### config.mk
export PLATFORM = sky130hd
export DESIGN_NAME = tone_player_flat
export DESIGN_NICKNAME = d
export VERILOG_FILES = /design/src/rtl/tone_player_if.sv /design/src/rtl/tone_player.sv /design/src/flat_wrapper.sv
export SDC_FILE = /design/constraint.sdc
export NUM_CORES = 1
export LEC_CHECK = 0
export ABC_AREA = 1
export CORE_UTILIZATION = 55
export CTS_CLUSTER_DIAMETER = 30
export CTS_CLUSTER_SIZE = 16
export DETAILED_ROUTE_END_ITERATION = 8
export PLACE_DENSITY = 0.72
export SLEW_MARGIN = 20
export SYNTH_ARGS = -nofsm -noshare
export SYNTH_HDL_FRONTEND = slang
export SYNTH_SLANG_ARGS = --single-unit
### constraint.sdc
create_clock -name clk -period 2.6 [get_ports clk]
set_input_delay 0.26 -clock clk [delete_from_list [all_inputs] [get_ports clk]]
set_output_delay 0.26 -clock clk [all_outputs]
set_load 0.02 [all_outputs]
### src/rtl/tone_player_if.sv
// Note handshake between a song sequencer (master) and tone_player (slave).
interface tone_player_if #(
  parameter int unsigned BEAT_W = 8
);
  logic              note_valid;
  logic              note_ready;
  logic [2:0]        note_deg;
  logic [1:0]        note_oct;
  logic [BEAT_W-1:0] note_beats;

  modport master (
    output note_valid,
    output note_deg,
    output note_oct,
    output note_beats,
    input  note_ready
  );

  modport slave (
    input  note_valid,
    input  note_deg,
    input  note_oct,
    input  note_beats,
    output note_ready
  );
endinterface

### src/rtl/tone_player.sv
// Note sequencer and 50% square-wave buzzer driver: one note per handshake, done pulse on completion.
// Optional articulation gap enabled by defining TONE_PLAYER_GAP_EN.
module tone_player #(
  parameter int unsigned BEAT_TICKS = 1_200_000,
  parameter int unsigned BEAT_W     = 8,
  parameter int unsigned OCT_N      = 4,
  parameter int unsigned GAP_TICKS  = 120_000
) (
  input  logic                clk,
  input  logic                rst_n,
  tone_player_if.slave        note_if,
  input  logic                stop,
  output logic                beep,
  output logic                busy,
  output logic                done
);

  localparam int unsigned CNT_W = BEAT_W + $clog2(BEAT_TICKS + 1);
  localparam logic [CNT_W-1:0] TICKS = CNT_W'(BEAT_TICKS);
  localparam logic [2:0] OCT_MAX = 3'(OCT_N - 1);

`ifdef TONE_PLAYER_GAP_EN
  localparam bit GAP_EN = 1'b1;
`else
  localparam bit GAP_EN = 1'b0;
`endif

  // Tone sounds only while more than TAIL ticks of the budget remain.
  localparam logic [CNT_W-1:0] TAIL = GAP_EN ? CNT_W'(GAP_TICKS) : '0;

  typedef enum logic {
    IDLE,
    PLAY
  } state_t;

  state_t             state_q, state_d;
  logic [2:0]         deg_q, deg_d;
  logic [15:0]        period_q, period_d;
  logic [CNT_W-1:0]   budget_q, budget_d;
  logic [CNT_W-1:0]   dur_cnt_q, dur_cnt_d;
  logic [15:0]        tone_cnt_q, tone_cnt_d;
  logic               done_q, done_d;

  logic               ready;
  logic [1:0]         oct_eff;
  logic               last_tick;
  logic [CNT_W-1:0]   remaining;
  logic [15:0]        half;

  function automatic logic [15:0] base_period(input logic [2:0] d);
    case (d)
      3'd1:    base_period = 16'd45872;
      3'd2:    base_period = 16'd40858;
      3'd3:    base_period = 16'd36408;
      3'd4:    base_period = 16'd34364;
      3'd5:    base_period = 16'd30612;
      3'd6:    base_period = 16'd27273;
      3'd7:    base_period = 16'd24296;
      default: base_period = 16'hFFFF;
    endcase
  endfunction

  always_comb begin
    state_d    = state_q;
    deg_d      = deg_q;
    period_d   = period_q;
    budget_d   = budget_q;
    dur_cnt_d  = dur_cnt_q;
    tone_cnt_d = tone_cnt_q;
    done_d     = 1'b0;
    ready      = 1'b0;

    oct_eff   = ({1'b0, note_if.note_oct} > OCT_MAX) ? OCT_MAX[1:0] : note_if.note_oct;
    // A zero budget still spends exactly one PLAY cycle before completing.
    last_tick = (budget_q == '0) || (dur_cnt_q == budget_q - 1'b1);

    case (state_q)
      IDLE: begin
        ready = !stop;
        if (note_if.note_valid && ready) begin
          state_d    = PLAY;
          deg_d      = note_if.note_deg;
          period_d   = base_period(note_if.note_deg) >> oct_eff;
          budget_d   = CNT_W'(note_if.note_beats) * TICKS;
          dur_cnt_d  = '0;
          tone_cnt_d = '0;
        end
      end
      PLAY: begin
        if (stop) begin
          state_d    = IDLE;
          dur_cnt_d  = '0;
          tone_cnt_d = '0;
        end else if (last_tick) begin
          state_d    = IDLE;
          done_d     = 1'b1;
          dur_cnt_d  = '0;
          tone_cnt_d = '0;
        end else begin
          dur_cnt_d  = dur_cnt_q + 1'b1;
          tone_cnt_d = (tone_cnt_q == period_q - 16'd1) ? '0 : tone_cnt_q + 16'd1;
        end
      end
      default: state_d = IDLE;
    endcase
  end

  always_ff @(posedge clk or negedge rst_n) begin
    if (!rst_n) begin
      state_q    <= IDLE;
      deg_q      <= '0;
      period_q   <= '0;
      budget_q   <= '0;
      dur_cnt_q  <= '0;
      tone_cnt_q <= '0;
      done_q     <= 1'b0;
    end else begin
      state_q    <= state_d;
      deg_q      <= deg_d;
      period_q   <= period_d;
      budget_q   <= budget_d;
      dur_cnt_q  <= dur_cnt_d;
      tone_cnt_q <= tone_cnt_d;
      done_q     <= done_d;
    end
  end

  // Output decode uses registered state only; stop takes effect on beep one cycle later.
  always_comb begin
    remaining = budget_q - dur_cnt_q;
    half      = period_q >> 1;
    beep      = (state_q == PLAY) && (deg_q != 3'd0) && (tone_cnt_q < half) && (remaining > TAIL);
    busy      = (state_q == PLAY);
    done      = done_q;
  end

  assign note_if.note_ready = ready;

  a_done_single: assert property (@(posedge clk) disable iff (!rst_n) done_q |=> !done_q);
  a_idle_silent: assert property (@(posedge clk) disable iff (!rst_n) (state_q == IDLE) |-> !beep);

endmodule
### src/flat_wrapper.sv
// flat-port wrapper written by rule: the top's interface ports become plain ports
module tone_player_flat 
#(
  parameter int unsigned BEAT_TICKS = 1_200_000,
  parameter int unsigned BEAT_W     = 8,
  parameter int unsigned OCT_N      = 4,
  parameter int unsigned GAP_TICKS  = 120_000
)
  (clk, rst_n, stop, beep, busy, done, note_if_note_valid, note_if_note_deg, note_if_note_oct, note_if_note_beats, note_if_note_ready);
  tone_player_if #(.BEAT_W(BEAT_W)) note_if_i ();
  input  logic clk;
  input  logic rst_n;
  input  logic stop;
  output logic beep;
  output logic busy;
  output logic done;
  input wire logic [$bits(note_if_i.note_valid)-1:0] note_if_note_valid;
  input wire logic [$bits(note_if_i.note_deg)-1:0] note_if_note_deg;
  input wire logic [$bits(note_if_i.note_oct)-1:0] note_if_note_oct;
  input wire logic [$bits(note_if_i.note_beats)-1:0] note_if_note_beats;
  output wire logic [$bits(note_if_i.note_ready)-1:0] note_if_note_ready;
  assign note_if_i.note_valid = note_if_note_valid;
  assign note_if_i.note_deg = note_if_note_deg;
  assign note_if_i.note_oct = note_if_note_oct;
  assign note_if_i.note_beats = note_if_note_beats;
  assign note_if_note_ready = note_if_i.note_ready;
  tone_player #(.BEAT_TICKS(BEAT_TICKS), .BEAT_W(BEAT_W), .OCT_N(OCT_N), .GAP_TICKS(GAP_TICKS)) u_core (.clk(clk), .rst_n(rst_n), .note_if(note_if_i), .stop(stop), .beep(beep), .busy(busy), .done(done));
endmodule
**Yosys cells after proc, flatten, opt, wreduce, memory -nomap -nowiden**

Index checks and enable logic that the tools add are counted.

- Logic and storage cells: 56
- Output and inout bits: 4
- Register bits: 88

- Shift operators: 1
- Multiply operators: 1
- Bitwise gates (word level): 1
- Reductions and logical operators: 9
- $lt $le $gt $ge: 2
- Eq/ne operators: 10
- Add/subtract/negate cells: 5
- Mux-type cells: 20

Operators by type and width:

| kind | number |
|---|---|
| case mux 16 bit (7 select lines) | 1 |
| two-way mux 16 bit | 6 |
| two-way mux 29 bit | 3 |
| case mux 29 bit (2 select lines) | 1 |
| case mux 16 bit (2 select lines) | 1 |
| adder 29 x 1 -> 29 bit, second input constant | 1 |
| equality test 29 bit | 1 |
| > comparator 29 x 1 -> 1 bit, second input constant | 1 |
| logical NOT 29 bit | 1 |
| subtractor 29 x 1 -> 29 bit, second input constant | 1 |
| subtractor 29 bit | 1 |
| multiplier 8 x 14 -> 22 bit, second input constant | 1 |
| adder 16 x 1 -> 16 bit, second input constant | 1 |
| equality test 16 bit | 1 |
| less-than comparator 16 x 15 -> 1 bit | 1 |
| right shift 16 x 2 -> 16 bit | 1 |
| subtractor 16 x 1 -> 16 bit, second input constant | 1 |
| equality test 3 bit, second input constant | 4 |
| two-way mux 1 bit | 7 |
| equality test 3 x 2 -> 1 bit, second input constant | 2 |
| logical AND 1 bit | 4 |
| equality test 3 x 1 -> 1 bit, second input constant | 1 |
| nonzero test 3 bit | 1 |
| != test 2 x 1 -> 1 bit, second input constant | 1 |
| 5 further kinds | 5 |

**Longest topological paths before layout**

Gate-level depths: netlist of run 1.

- Depth in word-level cells: 6
- Gate-level depth with buffers: 20

**Worst setup path after synthesis of run 1**

Ideal clock, no wire load.

- Path kind: input -> register
- From: input note_if_note_beats[2]
- To: register u_core.budget_q[28]
- Data required time: 2.523 ns
- Setup slack: -1.206 ns
- Library setup time: 0.077 ns
- Data arrival time: 3.728 ns
- Cell stages on the path: 19
- Buffers on the path: 0
- Path through: inv_1 > fa_1 > inv_1 > ha_1 > inv_1 > fa_1 > fa_1 > inv_1 > ha_1 > nand2_1 > o21ai_0 > a21oi_1 > o21ai_0 > nand2_1 > nand2_1 > nand2_1 > a21oi_1 > nor3_1 > a21oi_1

- Word-level cells in the longest chain between the ends: 1

RTL lines:

| what | line | text |
|---|---|---|
| from (decl) | flat_wrapper.sv:20 | `input wire logic [$bits(note_if_i.note_beats)-1:0] note_if_note_beats;` |
| multiplier 8 x 14 -> 22 bit | tone_player.sv:84 | `budget_d = CNT_W'(note_if.note_beats) * TICKS;` |
| to (signal assigned) | tone_player.sv:121 | `budget_q <= budget_d;` |
| to (decl) | tone_player.sv:39 | `logic [CNT_W-1:0] budget_q, budget_d;` |

No other way between the ends.
A chain may end at the register's enable or synchronous reset.

**Final worst setup path of run 1**

- From: input note_if_note_beats[6]
- To: register u_core.budget_q[22]

The elaborated chain is that of the path after synthesis.

==> out/metrics.csv, run 1 <==
stage;metric;value;unit
floorplan;rows;48;
clock_network;insertion_delay;360;ps
critical_path;crit_arrival;3890;ps
clock_network;cts_tree;built;
logic_synthesis;ys.flop_type;dfrtp_1;
critical_path;required;2830;ps
logic_synthesis;synth_edf_count;0;
logic_synthesis;synth_cells;1444;
logic_synthesis;synth_nets;1579;
floorplan;die_h;135.2;um
finish;mostFrequentLayoutCell;nand2_1;
floorplan;dieArea;18290;um2
global_routing;overflow;0;
power;power_density;914.7;nW/um2
placed_design;dpl_cell_area;12170;um2
clock_network;clk_path_buf_depth;2;
sta;period_minus_slack;3659;ps
logic_synthesis;yosysWarnings;0;
drt;drt_first_pass_iters;6;
finish;final_cell_mix;nand2_1, buf_4, inv_1;
sta;worst_slack;-1059;ps
drt;drc_errors;0;
sta;fin_crit_sh;140.7;%
logic_synthesis;avgSynthCellArea;6.762;um2
sta;rsz0062_at_grt;yes;
finish;drive_gt1_share;30.03;%
outcome;outcome;finished with violations;
critical_path;path_class;input pin to flop;
power;p_leak;6.780;nW
placed_design;place_congestion;0.9876;
drt;vias;10870;
sta;finalMaxSlewViolations;0;
sta;fin_skew;14.64;ps
drt;drtAntennaViolNets;0;
logic_synthesis;ys_ff_latch;88;
critical_path;crit_path_end_kind;flop;
outcome;violations;negative setup slack;
run;maxCapViolations;0;
clock_network;root_buffer;clkbuf_16;
drt;postRouteWirelength;32310;um
power;swShare;47.07;%
clock_network;clk_pin_slew;70;ps
finish;design_area;13600;um2
power;combPwrFrac;74.4;%
floorplan;start_util;56.45;%
global_routing;gr-usage-all-layers;34.62;%
power;p_int;6.585;mW
power;pwr-share-seq;15.0;%
floorplan;ios;21;
placed_design;place_hpwl;23270;um
global_routing;grt_start_max_net_pins;48;
critical_path;crit_path_start_kind;input pin;
sta;max_freq;273.3;MHz
floorplan;die_width;135.2;um
logic_synthesis;ys_seq_area_share;22.55;%
drt;viasPerCell;5.547;
sta;hold_ws;428.0;ps
finish;final_net_count;1865;
logic_synthesis;synthDistinctLibCells;52;
floorplan;core_area;17300;um2
clock_network;clkSinkCount;88;
worst_hold_path;min_path_type;input pin to async pin;
power;ir_drop;0.6976;mV
sta;final_hold_viol_count;0;
clock_network;htreeDepth;3;
finish;area_delta_synth_final;39.30;%
power;p_clk_share;10.6;%
drt;wl_per_cell;16.48;um
sta;worstMarginPinSlew;604.3;ps
finish;antennaDiodeCount;0;
clock_network;cts_buffers;9;
global_routing;grt_pass1_wl;49820;um
power;power_switching;5.856;mW
sta;setup_viol;18;
critical_path;crit_fanout;3;
placed_design;numPortBuffers;20;
sta;relSlewSlack;59.71;%
drt;drt_iter0_drc;681;
logic_synthesis;syn-cell-area;9764;um2
global_routing;grt_pass1_vias;10600;
logic_synthesis;async_flop_share;100.0;%
global_routing;antenna_found_initial;0;
-- what timing repair did --
| action | 4_1_cts | 5_1_grt |
|---|---|---|
| setup endpoints to repair | 24 | 64 |
| pin swaps | 76 | 64 |
| resized for setup | 179 | 98 |
| endpoints found under the hold margin | 41 | 0 |
| hold buffers | 1 | 0 |
| setup buffers | 19 | 17 |
-- flip-flops by register name, indices dropped and copies added, names as in the netlist --
signal,cells
u_core.budget_q,22
u_core.busy,1
u_core.deg_q,3
u_core.done,1
u_core.dur_cnt_q,29
u_core.period_q,16
u_core.tone_cnt_q,16
-- final cells by class --
cell class,count,area (um2)
clock buffers,10,239.0
clock inverters,6,55.05
fillers,1199,3695
inverters,229,880.8
multi-input cells,1107,7557
flip-flops and latches,88,2207
well taps,225,281.5
repair buffers,295,2381
-- power groups by stage --
stage               combinational [mW]  clock, mW  sequential, mW
finish                            9.26       1.31            1.87
CTS                               8.09       1.32            1.84
global placement                  6.89          0            1.83
global route                      10.1       1.38            1.89
detailed placement                7.06          0            1.83
floorplan                         4.26          0            1.84
-- critical path: stages --
cell and delay, ps:
buf_8 100, fa_2 610, nand2_2 60, inv_2 80
nor2_4 50, ha_4 230, fa_1 590, fa_2 460
ha_4 330, nand2_4 80, inv_1 170, nand4_1 190
nor2_2 150, nor2_2 60, buf_4 160, o21ai_2 120
xnor2_1 120, o21ai_1 80
-- routing by layer --
layer / wire [um] / track usage [%]
met1: 13120 / 42.76
met2: 16100 / 60.71
met5: 0 / 0
met4: 1454 / 15.67
met3: 1638 / 3.554
-- Yosys cell counts (2+ instances only) --
library cell / n / area share (%)
o211ai_1: 4 / 0.31
dfrtp_1: 88 / 23
o31ai_1: 3 / 0.23
fa_1: 19 / 3.9
buf_4: 2 / 0.15
a31oi_1: 2 / 0.13
ha_1: 99 / 13
o21ai_0: 76 / 3.9
nor2_2: 12 / 0.77
inv_2: 4 / 0.15
nor2_1: 149 / 5.7
xnor2_1: 20 / 1.8
inv_1: 223 / 8.6
nand3_1: 82 / 4.2
clkbuf_1: 15 / 0.58
nand3_2: 3 / 0.31
o221ai_1: 13 / 1.2
nand2_2: 3 / 0.19
or2_2: 4 / 0.26
a21oi_1: 65 / 3.3
nand2_1: 366 / 14
a21boi_0: 2 / 0.15
o21bai_1: 2 / 0.15
xnor3_1: 2 / 0.46
and2_1: 2 / 0.13
a21o_1: 2 / 0.15
nor3_1: 25 / 1.3
xor2_1: 67 / 6.0
nand3b_1: 8 / 0.62
nor2_4: 2 / 0.23
clkinv_1: 2 / 0.077
o21a_1: 2 / 0.15
o22ai_1: 28 / 1.8
nor4_1: 4 / 0.26
nor4_2: 2 / 0.26
nand4_1: 26 / 1.7
-- per-stage QoR --
| stage | power [mW] | worst slack, ps | TNS, ps | util, % | instances |
|---|---|---|---|---|---|
| 3_5_place_dp | 8.893 | -1774 | -27210 | 70.36 | 1915 |
| 2_1_floorplan | 6.101 | -996.6 | -11560 | - | 1444 |
| 4_1_cts | 11.26 | -917.2 | -11780 | 76.12 | 1948 |
| 5_1_grt | 13.35 | -1242 | -16720 | 78.64 | 1960 |
| 3_3_place_gp | 8.717 | -1649 | -25670 | 70.36 | 1915 |
| 6_report | 12.44 | -1059 | -13990 | 78.64 | 1960 |
-- path summary, 6_finish.rpt --
| kind | start | to | slack, ps | cells past startpoint |
|---|---|---|---|---|
| worst max-delay path | note_if_note_beats[6] | u_core.budget_q[22]$_DFFE_PN0P_ | -1060 | 18 |
| worst min-delay path | rst_n | u_core.tone_cnt_q[12]$_DFFE_PN0P_ | 430 | 2 |
| worst max register to register | u_core.budget_q[11]$_DFFE_PN0P_ | u_core.tone_cnt_q[15]$_DFFE_PN0P_ | 130 | 16 |
| worst min register to register | u_core.deg_q[0]$_DFFE_PN0P_ | u_core.deg_q[0]$_DFFE_PN0P_ | 500 | 2 |
| max in group asynchronous | rst_n | u_core.budget_q[18]$_DFFE_PN0P_ | 1480 | 3 |
| min in group clk | note_if_note_beats[0] | u_core.budget_q[7]$_DFFE_PN0P_ | 500 | 4 |
-- logic make-up after synthesis --
kind of cell	share of synthesized area, %
and+or+nand+nor	30.96
buffers and inverters	9.751
AOI/OAI and AO/OA	11.89
adders and majority gates	16.58
xor gates and xnor gates	8.265
DFF	22.55
(Power assumes the default switching activity.)
==> run 2, diff against run 1 <==
--- a/config.mk
+++ b/config.mk
@@ -6,10 +6,12 @@
 export NUM_CORES = 1
 export LEC_CHECK = 0
 export ABC_AREA = 1
+export ABC_CLOCK_PERIOD_IN_PS = 2600
 export CORE_UTILIZATION = 55
 export CTS_CLUSTER_DIAMETER = 30
 export CTS_CLUSTER_SIZE = 16
 export DETAILED_ROUTE_END_ITERATION = 8
+export GPL_TIMING_DRIVEN = 0
 export PLACE_DENSITY = 0.72
 export SLEW_MARGIN = 20
 export SYNTH_ARGS = -nofsm -noshare
==> out/metrics.csv, run 2 (synthesis results as in run 1) <==
stage;metric;value;unit;change
power;total_power;10.66;mW;-14%
power;power_switching;5.268;mW;-10%
drt;viasPerCell;5.674;;+2.3%
clock_network;cts_buffers;9;;unchanged
finish;area_delta_synth_final;24.53;%;
clock_network;clk_path_buf_depth;2;;unchanged
drt;drt_iter0_drc;866;;+27%
power;pwr-share-seq;19.2;%;+4.2 points
placed_design;dpl_cell_area;10430;um2;-14%
critical_path;crit_path_end_kind;flop;;
placed_design;numPortBuffers;20;;unchanged
sta;worstMarginPinSlew;683.2;ps;+78.90 ps
drt;vias;10070;;-7.4%
drt;drtAntennaViolNets;0;;unchanged
critical_path;path_class;input pin to flop;;
floorplan;ios;21;;unchanged
global_routing;grt_start_max_net_pins;71;;+48%
clock_network;insertion_delay;360;ps;about the same
finish;regMostFlops;u_core.dur_cnt_q;;
critical_path;r2r-end;u_core.period_q[4]$_DFFE_PN0P_;;
floorplan;die_width;135.2;um;unchanged
finish;largest_register_ff_count;29;;unchanged
placed_design;place_hpwl;21030;um;-9.6%
floorplan;dieArea;18290;um2;unchanged
floorplan;die_h;135.2;um;unchanged
sta;fin_crit_sh;136.8;%;-4.0 points
sta;worst_slack;-955.5;ps;+103.4 ps
placed_design;place_congestion;0.9292;;-5.9%
drt;drc_errors;0;;unchanged
finish;antennaDiodeCount;0;;unchanged
finish;drive_gt1_share;21.29;%;-8.7 points
power;swShare;49.44;%;+2.4 points
power;p_leak;5.831;nW;-14%
critical_path;crit_arrival;3770;ps;-120 ps
sta;fin_skew;11.10;ps;-3.537 ps
clock_network;cts_tree;built;;
sta;setup_viol;28;;+10
sta;final_hold_viol_count;0;;unchanged
power;ir_drop;0.5973;mV;-14%
power;combPwrFrac;69.1;%;-5.3 points
critical_path;crit_path_start_kind;input pin;;
clock_network;htreeDepth;3;;unchanged
global_routing;grt_pass1_vias;9315;;-12%
run;maxCapViolations;0;;unchanged
sta;rsz0062_at_grt;yes;;
power;p_clk_share;11.7;%;+1.1 points
critical_path;ff2ff_setup_slack;-90;ps;-220 ps
worst_hold_path;min_path_type;input pin to flop;;
floorplan;core_area;17300;um2;unchanged
outcome;outcome;finished with violations;;
finish;final_net_count;1680;;-9.9%
finish;final_cell_mix;nand2_1, inv_1, nor2_1;;
drt;postRouteWirelength;29060;um;-10%
power;p_int;5.387;mW;-18%
critical_path;required;2820;ps;about the same
finish;design_area;12160;um2;-11%
drt;drt_first_pass_iters;5;;-1
global_routing;gr-usage-all-layers;31.35;%;-3.3 points
critical_path;rr_worst_depth;6;;-10
critical_path;r2r-start;u_core.busy$_DFF_PN0_;;
drt;wl_per_cell;16.37;um;-0.67%
clock_network;clk_pin_slew;70;ps;about the same
sta;period_minus_slack;3556;ps;-103.4 ps
sta;relSlewSlack;54.28;%;-5.4 points
power;power_density;876.4;nW/um2;-4.2%
floorplan;start_util;56.45;%;unchanged
critical_path;crit_end;u_core.budget_q[24]$_DFFE_PN0P_;;
floorplan;rows;48;;unchanged
sta;max_freq;281.3;MHz;+2.9%
critical_path;crit_fanout;3;;unchanged
global_routing;grt_pass1_wl;45160;um;-9.4%
global_routing;overflow;0;;unchanged
global_routing;antenna_found_initial;0;;unchanged
sta;finalMaxSlewViolations;0;;unchanged
finish;reg_top3;u_core.dur_cnt_q (29), u_core.budget_q (22);;
outcome;violations;negative setup slack;;
finish;mostFrequentLayoutCell;nand2_1;;
clock_network;clkSinkCount;88;;unchanged
critical_path;cp-startpoint;note_if_note_beats[7];;
clock_network;root_buffer;clkbuf_16;;
## run 2: cell count changes in the layout (fill, tap and decap cells not counted), sizes merged
cell / previous run / this run
buf: 282 / 82
clkbuf: 10 / 25
clkdlybuf4s18: 0 / 1
inv: 232 / 230
clkinv: 3 / 6
dlygate4sd2: 2 / 0
## run 2: routing by layer
layer	up-vias	part of all wire (%)	global-route usage (%)
met5	-	0	0
met4	0	4.1	12.80
met3	89	5.1	4.078
met2	370	48	52.99
met1	4696	43	40.34
li1	4916	-	-
## run 2: area by class of cell
cell class | instances | area (um2)
multi-input combinational | 1107 | 7564
fill | 1410 | 5137
sequential | 88 | 2217
inverter | 229 | 887.1
timing repair buffer | 90 | 832.0
tap | 225 | 281.5
clock buffer | 9 | 225.2
buffer | 20 | 96.34
clock inverter | 7 | 56.30
## run 2: worst min path at each step
stage / cells after the start / from / to / slack [ps]
after floorplan: 0 / rst_n / u_core.budget_q[10]$_DFFE_PN0P_ / -40
final: 3 / note_if_note_beats[0] / u_core.budget_q[7]$_DFFE_PN0P_ / 270
after global placement: 2 / u_core.deg_q[1]$_DFFE_PN0P_ / u_core.deg_q[1]$_DFFE_PN0P_ / 480
after global routing: 3 / note_if_note_beats[0] / u_core.budget_q[7]$_DFFE_PN0P_ / 290
after CTS: 3 / note_if_note_beats[0] / u_core.budget_q[7]$_DFFE_PN0P_ / 260
after detailed placement: 1 / rst_n / u_core.tone_cnt_q[12]$_DFFE_PN0P_ / 120
## run 2: critical path, stage by stage
cell,delay (ps)
buf_12,100
fa_2,600
buf_6,110
nor2_4,30
nor2_4,120
ha_4,220
fa_2,460
fa_2,600
ha_4,220
nand2_4,60
nor2_2,40
o21ai_2,150
o211ai_1,130
nor2_2,200
inv_1,80
a21oi_2,140
xor2_1,170
o21ai_1,70
## run 2: repair_timing
item / in CTS / in global routing
gates resized for setup: 203 / 104
pin swaps: 50 / 69
endpoints found under the hold margin: 18 / 0
cloned: 0 / 1
setup endpoints to repair: 64 / 76
hold buffers: 1 / 0
setup buffers: 32 / 36
## run 2: metrics by stage
stage | setup slack [ps] | util [%] | TNS [ps] | cells | hold slack, ps
2_1_floorplan | -996.6 | - | -11560 | 1444 | -35.59
3_3_place_gp | -2038 | 60.16 | -211060 | 1689 | 479.2
3_5_place_dp | -2041 | 60.32 | -36160 | 1690 | 118.4
4_1_cts | -921.3 | 66.65 | -10400 | 1739 | 258.5
5_1_grt | -1071 | 70.30 | -16470 | 1775 | 290.3
6_report | -955.5 | 70.30 | -12800 | 1775 | 271.5
## run 2: power groups by stage
| stage | Sequential (mW) | Combinational (mW) | Clock (mW) |
|---|---|---|---|
| after floorplan | 1.84 | 4.26 | 0 |
| after global placement | 1.98 | 5.28 | 0 |
| after detailed placement | 1.99 | 5.36 | 0 |
| after CTS | 2.00 | 6.27 | 1.27 |
| after global routing | 2.07 | 8.08 | 1.31 |
| final | 2.04 | 7.37 | 1.25 |
==> run 3, diff against run 2 <==
==> constraint.sdc (replaced) <==
create_clock -name clk -period 2.6 [get_ports clk]
set_input_delay 0.26 -clock clk [delete_from_list [all_inputs] [get_ports clk]]
set_output_delay 0.26 -clock clk [all_outputs]
set_load 0.1 [all_outputs]
==> out/metrics.csv, run 3 (synthesis results as in run 1) <==
stage;metric;value;unit;change
outcome;outcome;finished with violations;;
outcome;violations;negative setup slack;;
sta;worst_slack;-996.0;ps;-40.46 ps
critical_path;path_class;input pin to flop;;
placed_design;place_hpwl;21060;um;+0.11%
finish;postLayoutCoreUtil;68.41;%;-1.9 points
worst_hold_path;min_path_type;input pin to flop;;
clock_network;htreeDepth;3;;unchanged
clock_network;cts_buffers;9;;unchanged
drt;vias;9849;;-2.2%
power;ir_drop;0.5925;mV;-0.80%
sta;relSlewSlack;35.72;%;-19 points
drt;drc_errors;0;;unchanged
power;p_leak;5.738;nW;-1.6%
finish;largest_register_ff_count;29;;unchanged
drt;viasPerCell;5.596;;-1.4%
sta;finalMaxSlewViolations;0;;unchanged
clock_network;clk_path_buf_depth;2;;unchanged
power;total_power;10.60;mW;-0.56%
critical_path;cp_num_buf_inv;6;;+3
sta;fin_skew;13.29;ps;+2.185 ps
critical_path;crit_chain;buf_12 -> inv_8 -> fa_1 -> inv_2 -> ha_4 -> inv_2 -> fa_1 -> fa_1 -> inv_2 -> ha_4 -> a21oi_4 -> nor2_4 -> o21ai_2 -> o211ai_1 -> nor2_2 -> inv_1 -> a21oi_2 -> xor2_1 -> o21ai_1;;
floorplan;ios;21;;unchanged
global_routing;grt_pass1_wl;43730;um;-3.2%
clock_network;root_buffer;clkbuf_16;;
sta;setup_viol;27;;-3.6%
finish;final_cell_mix;nand2_1, inv_1, nor2_1;;
sta;fin_crit_sh;138.3;%;+1.6 points
floorplan;core_area;17300;um2;unchanged
drt;drtAntennaViolNets;0;;unchanged
floorplan;rows;48;;unchanged
finish;area_delta_synth_final;21.18;%;
critical_path;cp_slowest_cell;fa_1;;
global_routing;antenna_found_initial;0;;unchanged
clock_network;clkSinkCount;88;;unchanged
critical_path;cpLargestDelayFamily;adder cells;;
placed_design;numPortBuffers;20;;unchanged
floorplan;start_util;56.45;%;unchanged
global_routing;grt_pass1_vias;8974;;-3.7%
drt;wl_per_cell;16.06;um;-1.9%
clock_network;clk_pin_slew;70;ps;about the same
critical_path;crit_path_end_kind;flop;;
global_routing;overflow;0;;unchanged
finish;final_net_count;1665;;-0.89%
placed_design;place_congestion;0.9179;;-1.2%
finish;drive_gt1_share;16.22;%;-5.1 points
sta;period_minus_slack;3596;ps;+40.46 ps
sta;max_freq;278.1;MHz;-1.1%
sta;setup_tns;-14280;ps;-1487 ps
finish;antennaDiodeCount;0;;unchanged
sta;hold_ws;258.6;ps;-12.92 ps
drt;postRouteWirelength;28270;um;-2.7%
sta;worstMarginPinSlew;961.2;ps;+278.0 ps
finish;mostFrequentLayoutCell;nand2_1;;
run;maxCapViolations;0;;unchanged
worst_hold_path;hp-start;note_if_note_beats[0];;
critical_path;required;2820;ps;about the same
global_routing;grt_start_max_net_pins;70;;-1.4%
clock_network;cts_tree;built;;
critical_path;crit_arrival;3820;ps;+50 ps
critical_path;crit_path_start_kind;input pin;;
drt;drt_first_pass_iters;5;;unchanged
floorplan;dieArea;18290;um2;unchanged
clock_network;insertion_delay;360;ps;about the same
critical_path;max_stage_delay;550;ps;-50 ps
power;power_density;895.5;nW/um2;+2.2%
finish;reg_top3;u_core.dur_cnt_q (29), u_core.budget_q (22);;
floorplan;die_width;135.2;um;unchanged
sta;final_hold_viol_count;0;;unchanged
drt;drt_iter0_drc;717;;-17%
sta;rsz0062_at_grt;yes;;
critical_path;r2r-start;u_core.busy$_DFF_PN0_;;
finish;regMostFlops;u_core.dur_cnt_q;;
critical_path;cp-startpoint;note_if_note_beats[2];;
global_routing;gr-usage-all-layers;30.46;%;-0.89 points
floorplan;die_h;135.2;um;unchanged
critical_path;crit_fanout;5;;+2
==> run 3: changes by cell type in the layout (fill, tap and decap cells not counted), sizes merged <==
cell and change:
buf -16, clkinvlp +2, clkbuf +3, inv -3, clkdlybuf4s18 -1, clkinv -1, bufinv +1
==> run 3: worst paths after layout <==
kind / end / slack, ps / cells after the start
min in group asynchronous: u_core.tone_cnt_q[12]$_DFFE_PN0P_ / 310 / 2
max: u_core.budget_q[24]$_DFFE_PN0P_ / -1000 / 19
max reg2reg: u_core.period_q[6]$_DFFE_PN0P_ / -100 / 6
min reg2reg: u_core.deg_q[0]$_DFFE_PN0P_ / 500 / 2
max in group asynchronous: u_core.dur_cnt_q[18]$_DFFE_PN0P_ / 1670 / 3
min: u_core.budget_q[7]$_DFFE_PN0P_ / 260 / 3
==> run 3: power breakdown <==
| part | switching, mW | internal (mW) | leakage, nW |
|---|---|---|---|
| registers | 0.395 | 1.59 | 1.16 |
| clock network | 0.611 | 0.787 | 0.155 |
| logic | 4.23 | 2.98 | 4.43 |
| total | 5.24 | 5.36 | 5.74 |
==> run 3: metrics by stage <==
| step | setup slack (ps) | cell area, um2 | cells |
|---|---|---|---|
| floorplan | -996.6 | 9946 | 1444 |
| global placement | -2053 | 10430 | 1689 |
| detailed placement | -2053 | 10460 | 1690 |
| CTS | -909.1 | 11180 | 1729 |
| global route | -1099 | 11830 | 1760 |
| finish | -996.0 | 11830 | 1760 |
==> run 3: worst reg2reg max path, stage by stage (launching register included) <==
cell	delay [ps]
dfrtp_1	480
nor2_1	610
clkinv_1	520
nor2_1	390
inv_1	120
clkbuf_1	260
o221ai_1	250
==> run 3: repair_timing <==
action,CTS,global route
endpoints found under the setup margin,56,71
endpoints found under the hold margin,19,0
cloned,0,2
resized for setup,115,105
pin swaps,49,37
hold buffers,1,0
setup buffers,22,30
==> run 3: final cells by class <==
| cell class | instances | area (um2) |
|---|---|---|
| Buffer | 19 | 96.34 |
| Clock buffer | 10 | 239.0 |
| Clock inverter | 6 | 76.32 |
| Fill cell | 1485 | 5464 |
| Inverter | 229 | 892.1 |
| Multi-Input combinational cell | 1107 | 7258 |
| Sequential cell | 88 | 2205 |
| Tap cell | 225 | 281.5 |
| Timing Repair Buffer | 76 | 784.5 |
==> run 3: metal layers <==
| metal | vias up | share of wire, % | GRT usage (%) |
|---|---|---|---|
| li1 | 4866 | - | - |
| met1 | 4578 | 43 | 40.54 |
| met2 | 319 | 48 | 50.51 |
| met3 | 86 | 4.7 | 2.768 |
| met4 | 0 | 4.2 | 13.05 |
| met5 | - | 0 | 0 |
